### src/rtl/ps2_pkg.sv
// PS/2 key controller shared definitions.
// FSM encoding and scancode constants.
package ps2_pkg;

  typedef enum logic [1:0] {
    ST_IDLE   = 2'd0,
    ST_ACK    = 2'd1,
    ST_DECODE = 2'd2
  } state_t;

  localparam logic [7:0] SC_EXT    = 8'hE0;
  localparam logic [7:0] SC_BRK    = 8'hF0;
  localparam logic [7:0] SC_LSHIFT = 8'h12;
  localparam logic [7:0] SC_RSHIFT = 8'h59;
  localparam logic [7:0] SC_CTRL   = 8'h14;
  localparam logic [7:0] SC_CAPS   = 8'h58;
  localparam logic [7:0] SC_NUL    = 8'h00;
  localparam logic [7:0] SC_ERR    = 8'hFF;

  // 00 and FF are keyboard error/filler bytes, not keys.
  function automatic logic is_filler(input logic [7:0] b);
    return (b == SC_NUL) || (b == SC_ERR);
  endfunction

endpackage

### src/rtl/ps2_mod_tracker.sv
// Modifier state tracker for the PS/2 key controller.
// Shift sides are held separately so either release leaves the other.
import ps2_pkg::*;

module ps2_mod_tracker (
  input  logic       clk,
  input  logic       clrn,
  input  logic       i_evt,
  input  logic [7:0] i_code,
  input  logic       i_rel,
  input  logic       i_new_make,
  output logic       o_shift,
  output logic       o_ctrl,
  output logic       o_caps
);

  logic r_lsh;
  logic r_rsh;
  logic r_ctrl;
  logic r_caps;

  // Update modifier flags on each decoded key event.
  always_ff @(posedge clk) begin
    if (!clrn) begin
      r_lsh  <= 1'b0;
      r_rsh  <= 1'b0;
      r_ctrl <= 1'b0;
      r_caps <= 1'b0;
    end else if (i_evt) begin
      unique case (1'b1)
        (i_code == SC_LSHIFT): r_lsh  <= ~i_rel;
        (i_code == SC_RSHIFT): r_rsh  <= ~i_rel;
        (i_code == SC_CTRL):   r_ctrl <= ~i_rel;
        (i_code == SC_CAPS): begin
          if (i_new_make) r_caps <= ~r_caps;
        end
        default: ;
      endcase
    end
  end

  assign o_shift = r_lsh | r_rsh;
  assign o_ctrl  = r_ctrl;
  assign o_caps  = r_caps;

endmodule

### src/rtl/ps2_key_ctrl.sv
// PS/2 scancode decoder: pops the keyboard FIFO and emits key events.
// One byte per IDLE -> ACK -> DECODE pass; prefixes fold into flags.
import ps2_pkg::*;

module ps2_key_ctrl (
  input  logic       clk,
  input  logic       clrn,
  input  logic [7:0] data,
  input  logic       ready,
  input  logic       overflow,
  output logic       nextdata_n,
  output logic       key_valid,
  output logic [7:0] key_code,
  output logic       key_ext,
  output logic       key_release,
  output logic       key_repeat,
  output logic [7:0] key_count,
  output logic [7:0] cur_key,
  output logic       shift,
  output logic       ctrl,
  output logic       caps,
  output logic       ovf_err
);

  state_t     r_state;
  logic [7:0] r_byte;
  logic       r_ext_f;
  logic       r_brk_f;
  logic       r_nd_n;
  logic       r_valid;
  logic [7:0] r_code;
  logic       r_kext;
  logic       r_krel;
  logic       r_krep;
  logic [7:0] r_cnt;
  logic [7:0] r_cur;
  logic       r_ovf;

  logic w_dec;
  logic w_is_ext;
  logic w_is_brk;
  logic w_is_nul;
  logic w_evt;
  logic w_new_make;

  assign w_dec    = (r_state == ST_DECODE);
  assign w_is_ext = (r_byte == SC_EXT);
  assign w_is_brk = (r_byte == SC_BRK);
  assign w_is_nul = is_filler(r_byte);
  assign w_evt    = w_dec & ~(w_is_ext | w_is_brk | w_is_nul);
  assign w_new_make = w_evt & ~r_brk_f & (r_byte != r_cur);

  // Fetch/acknowledge/decode FSM with all event outputs registered.
  always_ff @(posedge clk) begin
    if (!clrn) begin
      r_state <= ST_IDLE;
      r_byte  <= 8'h00;
      r_ext_f <= 1'b0;
      r_brk_f <= 1'b0;
      r_nd_n  <= 1'b1;
      r_valid <= 1'b0;
      r_code  <= 8'h00;
      r_kext  <= 1'b0;
      r_krel  <= 1'b0;
      r_krep  <= 1'b0;
      r_cnt   <= 8'h00;
      r_cur   <= 8'h00;
    end else begin
      r_valid <= 1'b0;
      unique case (r_state)
        ST_IDLE: begin
          r_nd_n <= 1'b1;
          if (ready) begin
            r_byte  <= data;
            r_nd_n  <= 1'b0;
            r_state <= ST_ACK;
          end
        end
        ST_ACK: begin
          r_nd_n  <= 1'b1;
          r_state <= ST_DECODE;
        end
        ST_DECODE: begin
          r_nd_n  <= 1'b1;
          r_state <= ST_IDLE;
          unique case (1'b1)
            w_is_ext: r_ext_f <= 1'b1;
            w_is_brk: r_brk_f <= 1'b1;
            w_is_nul: begin
              r_ext_f <= 1'b0;
              r_brk_f <= 1'b0;
            end
            default: begin
              r_valid <= 1'b1;
              r_code  <= r_byte;
              r_kext  <= r_ext_f;
              r_krel  <= r_brk_f;
              r_ext_f <= 1'b0;
              r_brk_f <= 1'b0;
              // A break is never a repeat.
              if (r_brk_f) begin
                r_krep <= 1'b0;
                if (r_byte == r_cur) r_cur <= 8'h00;
              end else if (r_byte != r_cur) begin
                r_krep <= 1'b0;
                r_cur  <= r_byte;
                r_cnt  <= r_cnt + 8'd1;
              end else begin
                r_krep <= 1'b1;
              end
            end
          endcase
        end
        default: begin
          r_nd_n  <= 1'b1;
          r_state <= ST_IDLE;
        end
      endcase
    end
  end

  // Sticky overflow flag, cleared only by reset.
  always_ff @(posedge clk) begin
    if (!clrn) r_ovf <= 1'b0;
    else if (overflow) r_ovf <= 1'b1;
  end

  ps2_mod_tracker u_mod (
    .clk        (clk),
    .clrn       (clrn),
    .i_evt      (w_evt),
    .i_code     (r_byte),
    .i_rel      (r_brk_f),
    .i_new_make (w_new_make),
    .o_shift    (shift),
    .o_ctrl     (ctrl),
    .o_caps     (caps)
  );

  assign nextdata_n  = r_nd_n;
  assign key_valid   = r_valid;
  assign key_code    = r_code;
  assign key_ext     = r_kext;
  assign key_release = r_krel;
  assign key_repeat  = r_krep;
  assign key_count   = r_cnt;
  assign cur_key     = r_cur;
  assign ovf_err     = r_ovf;

endmodule

### config.mk
export PLATFORM = sky130hd
export DESIGN_NAME = ps2_key_ctrl
export DESIGN_NICKNAME = d
export VERILOG_FILES = /design/src/rtl/ps2_pkg.sv /design/src/rtl/ps2_mod_tracker.sv /design/src/rtl/ps2_key_ctrl.sv
export SDC_FILE = /design/constraint.sdc
export NUM_CORES = 1
export LEC_CHECK = 0
export BUFFER_PORTS_ARGS = -buffer_cell sky130_fd_sc_hd__buf_2
export CAP_MARGIN = 0
export CORE_UTILIZATION = 25
export DETAILED_ROUTE_END_ITERATION = 10
export PLACE_DENSITY = 0.44
export REMOVE_ABC_BUFFERS = 1
export SYNTH_ARGS = -nofsm -noshare
export SYNTH_HDL_FRONTEND = slang
export SYNTH_SLANG_ARGS = --single-unit
### constraint.sdc
create_clock -name clk -period 2.9 [get_ports clk]
set_input_delay 0.29 -clock clk [delete_from_list [all_inputs] [get_ports clk]]
set_output_delay 0.29 -clock clk [all_outputs]
set_load 0.05 [all_outputs]
==> flow_summary.toml, run 1 <==
[outcome]
status = "complete, no violations"

[timing]
drv_slew = 0
max_slew_margin_pct = 29.06
fin_crit_sh_pct = 88.52
hold_viol = 0
tightest_slew_ns = 1.064
fin_worst_skew_ns = 0.007960
final.min_clock_period_ns = 2.567
rsz0062_at_grt = "no"
whs_ns = 0.1932
setup_viol = 0
fmax_mhz = 389.6
fin_setup_tns_ns = 0

[min_path]
hold_class = "primary input to register"

[finish]
syn_to_final_growth_pct = 20.07
ff_latch_area_sq_um = 920.9
n_fill_cell = 861
multi_input_area_sq_mm = 0.001042
nets = 273
antennaDiodeCount = 0
layout-drive-gt1-share_pct = 27.03

[clock_network]
clk_latency_ns = 0.30
cts_buffers = 5
clockRootBuffer = "clkbuf_8"
cts_sinks = 46
cts_resized = 0
cts_buffer_depth = 2
cts_tree = "done"
clk_pin_slew_worst_paths_ns = 0.09
cts_max_level = 2
ctsHoldBuffers = 0
post_cts_buffers = 0

[route]
vias = 1686
drt-pass1-iter-count = 4
ant_nets = 0
wl_mm = 5.017
wire_per_inst_microns = 13.90
drc_errors = 0
viasPerCell = 4.670
drt_iter0_drc = 81

[floorplan]
dieArea_sq_mm = 0.008697
row_count = 32
core_area_sq_mm = 0.007888
start_util_pct = 26.40
io_pins = 45
die_w_microns = 93.26
die_h_microns = 93.26

[setup_path]
critPathArrivalTime_ns = 2.79
end_kind = "register"
path_max_fanout = 16
reg2reg_depth = 8
critPathLaunch = "r_byte[3]"
cp_cell_sequence = "buf_4 -> xnor2_1 -> nand4_1 -> nor2_1 -> inv_1 -> ha_1 -> or4b_1 -> a21oi_1"
rrSetupSlack_ns = 0.33
cp_data_required_time_ns = 3.12
critPathSlowestCell = "or4b_1"
worstReg2RegEnd = "cur_key[6]"
reg2reg_from = "r_byte[3]"
startpoint_type = "register"
critical_path_class = "register to register"
cp-endpoint = "cur_key[6]"
slowest_delay_ns = 0.59

[global_route]
grt_usage_pct = 12.28
grt_pass1_vias = 1619
grt_max_degree = 43
grt_first_pass_wirelength_mm = 8.452
antenna_found_initial = 0
grt.overflow.total = 0

[synth]
netlist-cell-type-count = 42
synth-seq-cells = 46
postSynth.asyncResetShare_pct = 0
netlist_instances = 214
syn_avg_cell_area_sq_um = 9.729
synth_edf_count = 0
yosysSeqAreaShare_pct = 44.23
ys_warn_count = 0
netlist_area_sq_mm = 0.002082
synth-main-ff-cell = "dfxtp_1"

[power]
cellPowerDensity_mw_per_mm2 = 520.6
leakage_uw = 0.001083
ir_drop_uv = 202.7

[place]
dp_hpwl_mm = 3.526
numPortBuffers = 44
gp_congestion = 0.7225

[flow_run]
max-cap-violations = 0
-- worst max-delay path, delay by kind of cell (launching register included) --
family / cells / cell delay, ns
AOI/OAI and AO/OA: 1 / 0.15
xor gates and xnor gates: 1 / 0.12
adders and majority gates: 1 / 0.47
buffers and inverters: 2 / 0.28
DFF: 1 / 0.51
and+or+nand+nor: 3 / 0.96
-- stage by stage --
| stage | power [uW] | cell area (sq um) | worst slack [ns] | std cells | utilization, % |
|---|---|---|---|---|---|
| 3_3_place_gp | 845.5 | 2394 | 0.3578 | 353 | 30.35 |
| 5_1_grt | 1368 | 2500 | 0.09268 | 361 | 31.69 |
| 6_report | 1301 | 2500 | 0.3330 | 361 | 31.69 |
| 2_1_floorplan | 791.2 | 1978 | 0.6130 | 198 | - |
| 4_1_cts | 1319 | 2500 | 0.3202 | 361 | 31.69 |
| 3_5_place_dp | 845.6 | 2394 | 0.3460 | 353 | 30.35 |
-- flip-flops by register name, summed over array words and instances, names as in the netlist --
| name | cells |
|---|---|
| r_brk_f | 1 |
| key_repeat | 1 |
| nextdata_n | 1 |
| key_code | 8 |
| key_valid | 1 |
| cur_key | 8 |
| key_ext | 1 |
| key_release | 1 |
| u_mod.o_ctrl | 1 |
| r_state | 2 |
| key_count | 8 |
| u_mod.r_lsh | 1 |
| r_ext_f | 1 |
| ovf_err | 1 |
| u_mod.o_caps | 1 |
| r_byte | 8 |
| u_mod.r_rsh | 1 |
-- cells by family (layout without fill, tap and decap cells) --
group,after synthesis,in the layout,share of synthesized area (%)
mux,22,22,10.58
compound gates,37,37,12.14
flops,46,46,44.23
simple gates,76,76,21.33
fa+ha+maj,3,3,1.803
buf+inv,20,65,5.709
xor+xnor,10,10,4.207
-- metal layers --
metal  routed length [microns]  share of wire, %  global-route usage (%)  vias up
li1                          -                 -                       -      850
met1                      2613                52                   17.73      789
met2                      2116                42                   18.01       42
met3                       244               4.9                   3.171        5
met4                        42              0.84                   3.077        0
met5                         0                 0                       0        -
-- report_power, final --
part           switching [uW]  leakage [uW]  internal, uW
Combinational             103      0.000658          62.2
Sequential               19.5      0.000373           646
Clock                     213     0.0000524           258
Total                     335       0.00108           966
-- how the worst min path moves through the flow --
stage / startpoint / end / slack, ns / cells after the start
2_1_floorplan: overflow / ovf_err / 0.41 / 2
3_3_place_gp: ovf_err / ovf_err / 0.45 / 2
3_5_place_dp: ovf_err / ovf_err / 0.45 / 2
4_1_cts: overflow / ovf_err / 0.19 / 3
5_1_grt: overflow / ovf_err / 0.22 / 3
6_report: overflow / ovf_err / 0.19 / 3
-- Yosys cell counts (2+ instances only) --
cell type	count	area, sq um
a21oi_1	15	75.07
buf_2	2	10.01
buf_4	3	22.52
buf_6	4	45.04
clkbuf_1	6	22.52
dfxtp_1	46	920.9
ha_1	3	37.54
inv_1	2	7.510
inv_2	2	7.510
mux2i_1	22	220.2
nand3_1	5	25.02
nand3b_1	2	15.01
nand4_1	5	31.28
nor2_1	35	131.4
nor2b_1	2	12.51
nor3b_1	2	15.01
o21ai_0	4	20.02
o21ai_1	8	40.04
o31ai_1	3	22.52
or3_1	4	25.02
or4_1	3	22.52
or4b_1	8	80.08
xnor2_1	8	70.07
xor2_1	2	17.52
-- layout make-up --
class | count | area share [%]
Clock inverter | 1 | 1.201
Inverter | 4 | 0.6006
Sequential cell | 46 | 36.84
Multi-Input combinational cell | 148 | 41.69
Timing Repair Buffer | 53 | 11.51
Tap cell | 102 | 5.105
Clock buffer | 7 | 3.053
-- cells in the final DEF (no fill, tap or decap), drive strengths merged, types with 2 or more instances in the layout --
cell type  synthesis  layout
clkbuf             6       7
dfxtp             46      46
xor2               2       2
xnor2              8       8
nor2b              2       2
ha                 3       3
or4b               9       9
inv                4       4
nor4               2       2
buf               10      53
nand4              5       5
nand3b             2       2
o31ai              3       3
mux2i             22      22
nor3b              3       3
nor2              35      35
o21ai             13      13
or4                3       3
a21oi             15      15
or3                4       4
nand3              5       5
(Power assumes the default switching activity.)
==> inputs of run 2 (changes only) <==
- CORE_UTILIZATION: 25 -> 33
- CTS_CLUSTER_DIAMETER: unset -> 60
- PLACE_DENSITY: 0.44 -> 0.54
==> flow_summary.toml, run 2 (same netlist as run 1, synthesis figures left out) <==
[route]
wire_per_inst_microns = 13.82
wl_mm = 4.616
ant_nets = 0
drt-pass1-iter-count = 5
viasPerCell = 5.045
vias = 1685
drt_iter0_drc = 63
drc_errors = 0

[timing]
rsz0062_at_grt = "no"
fin_crit_sh_pct = 82.55
fin_worst_skew_ns = 0.006951
drv_slew = 0
fmax_mhz = 417.7
setup_viol = 0
hold_viol = 0
fin_setup_tns_ns = 0
tightest_slew_ns = 0.7193
final.min_clock_period_ns = 2.394
max_slew_margin_pct = 51.97

[flow_run]
max-cap-violations = 0

[setup_path]
path_max_fanout = 16
slowest_delay_ns = 0.59
critPathArrivalTime_ns = 2.62
rrSetupSlack_ns = 0.51
cp_top_family = "simple AND/OR/NAND/NOR gates"
reg2reg_from = "r_byte[1]"
reg2reg_depth = 7
critPathLaunch = "r_byte[1]"
startpoint_type = "register"
end_kind = "register"
cp_cell_sequence = "xnor2_1 -> nand4_1 -> nor2_1 -> inv_1 -> ha_1 -> or4b_1 -> a21oi_1"
critical_path_class = "register to register"
worstReg2RegEnd = "cur_key[2]"
cp_data_required_time_ns = 3.13
critPathSlowestCell = "dfxtp_1"
path_buf_inv = 1

[power]
p_comb_share_pct = 13.1
pwr-share-clk_pct = 36.3
p_int_uw = 966.4
p_sw_share_pct = 25.72
cellPowerDensity_mw_per_mm2 = 526.8
ir_drop_uv = 232.3
p_sw_uw = 334.7
pwr-share-seq_pct = 50.6
leakage_uw = 0.001083

[finish]
final_common_cell = "dfxtp_1"
multi_input_area_sq_mm = 0.001042
n_fill_cell = 628
stdcell_area_sq_mm = 0.002470
ff_latch_area_sq_um = 920.9
syn_to_final_growth_pct = 18.63
nets = 273
layout_common_cells = "dfxtp_1, buf_2, nor2_1"
layout-drive-gt1-share_pct = 27.41
antennaDiodeCount = 0

[global_route]
antenna_found_initial = 0
grt_max_degree = 43
grt_usage_pct = 14.90
grt.overflow.total = 0
grt_pass1_vias = 1458
grt_first_pass_wirelength_mm = 7.417

[clock_network]
clockRootBuffer = "clkbuf_8"
ctsHoldBuffers = 0
clk_latency_ns = 0.30
clk_pin_slew_worst_paths_ns = 0.09
post_cts_buffers = 0
cts_buffers = 5
cts_max_level = 2
cts_sinks = 46
cts_tree = "done"
cts_buffer_depth = 2
cts_resized = 0

[min_path]
hold_class = "primary input to register"
hold_depth = 3
hold_start = "overflow"
holdPathEnd = "ovf_err"

[place]
gp_congestion = 0.7362
place_area_sq_mm = 0.002360
numPortBuffers = 44
dp_hpwl_mm = 3.215

[floorplan]
start_util_pct = 34.75
row_count = 28
io_pins = 45
core_area_sq_mm = 0.005991
die_h_microns = 81.43
die_w_microns = 81.43
dieArea_sq_mm = 0.006631

[outcome]
status = "complete, no violations"
## run 2: changes by cell type in the layout (fill, tap and decap cells not counted), sizes merged
cell,delta
clkinvlp,+1
clkbuf,-1
## run 2: per-layer routing
layer  up-vias  track usage (%)  wire, microns
met3         2            3.667            279
met1       781            20.63           2344
li1        850                -              -
met2        52            22.00           1952
met4         0            5.893             40
met5         -                0              0
## run 2: worst register-to-register path, cell delays in order (launching register included)
cell	delay [ns]
dfxtp_1	0.59
xnor2_1	0.17
nand4_1	0.10
nor2_1	0.22
inv_1	0.07
ha_1	0.45
or4b_1	0.58
a21oi_1	0.15
## run 2: area by class of cell
| cell class | instances | share of cell area [%] |
|---|---|---|
| Clock buffer | 6 | 2.938 |
| Sequential cell | 46 | 37.28 |
| Timing Repair Buffer | 53 | 11.65 |
| Multi-Input combinational cell | 148 | 42.20 |
| Tap cell | 75 | 3.799 |
| Inverter | 4 | 0.6079 |
| Clock inverter | 2 | 1.520 |
## run 2: stage by stage
step	power, uW	setup WS [ns]	hold slack [ns]	cells	util (%)
after detailed placement	844.8	0.5289	0.4534	326	39.39
after floorplan	791.2	0.6130	0.4058	198	-
after CTS	1324	0.4948	0.1926	334	41.23
final	1301	0.5061	0.1979	334	41.23
after global routing	1365	0.2978	0.2198	334	41.23
after global placement	845.0	0.6010	0.4440	326	39.39
## run 2: power groups by stage
| stage | Combinational, uW | Sequential (uW) | Clock [uW] |
|---|---|---|---|
| after floorplan | 92.1 | 699 | 0 |
| after global placement | 171 | 673 | 0 |
| after detailed placement | 171 | 674 | 0 |
| after CTS | 172 | 659 | 493 |
| after global routing | 187 | 661 | 517 |
| final | 171 | 659 | 472 |
## run 2: worst max path at each step
stage | to | slack [ns] | cells after the start
final | cur_key[2] | 0.51 | 7
after floorplan | cur_key[1] | 0.61 | 7
after detailed placement | cur_key[5] | 0.53 | 7
after CTS | cur_key[2] | 0.49 | 7
after global routing | cur_key[2] | 0.30 | 7
after global placement | cur_key[1] | 0.60 | 7
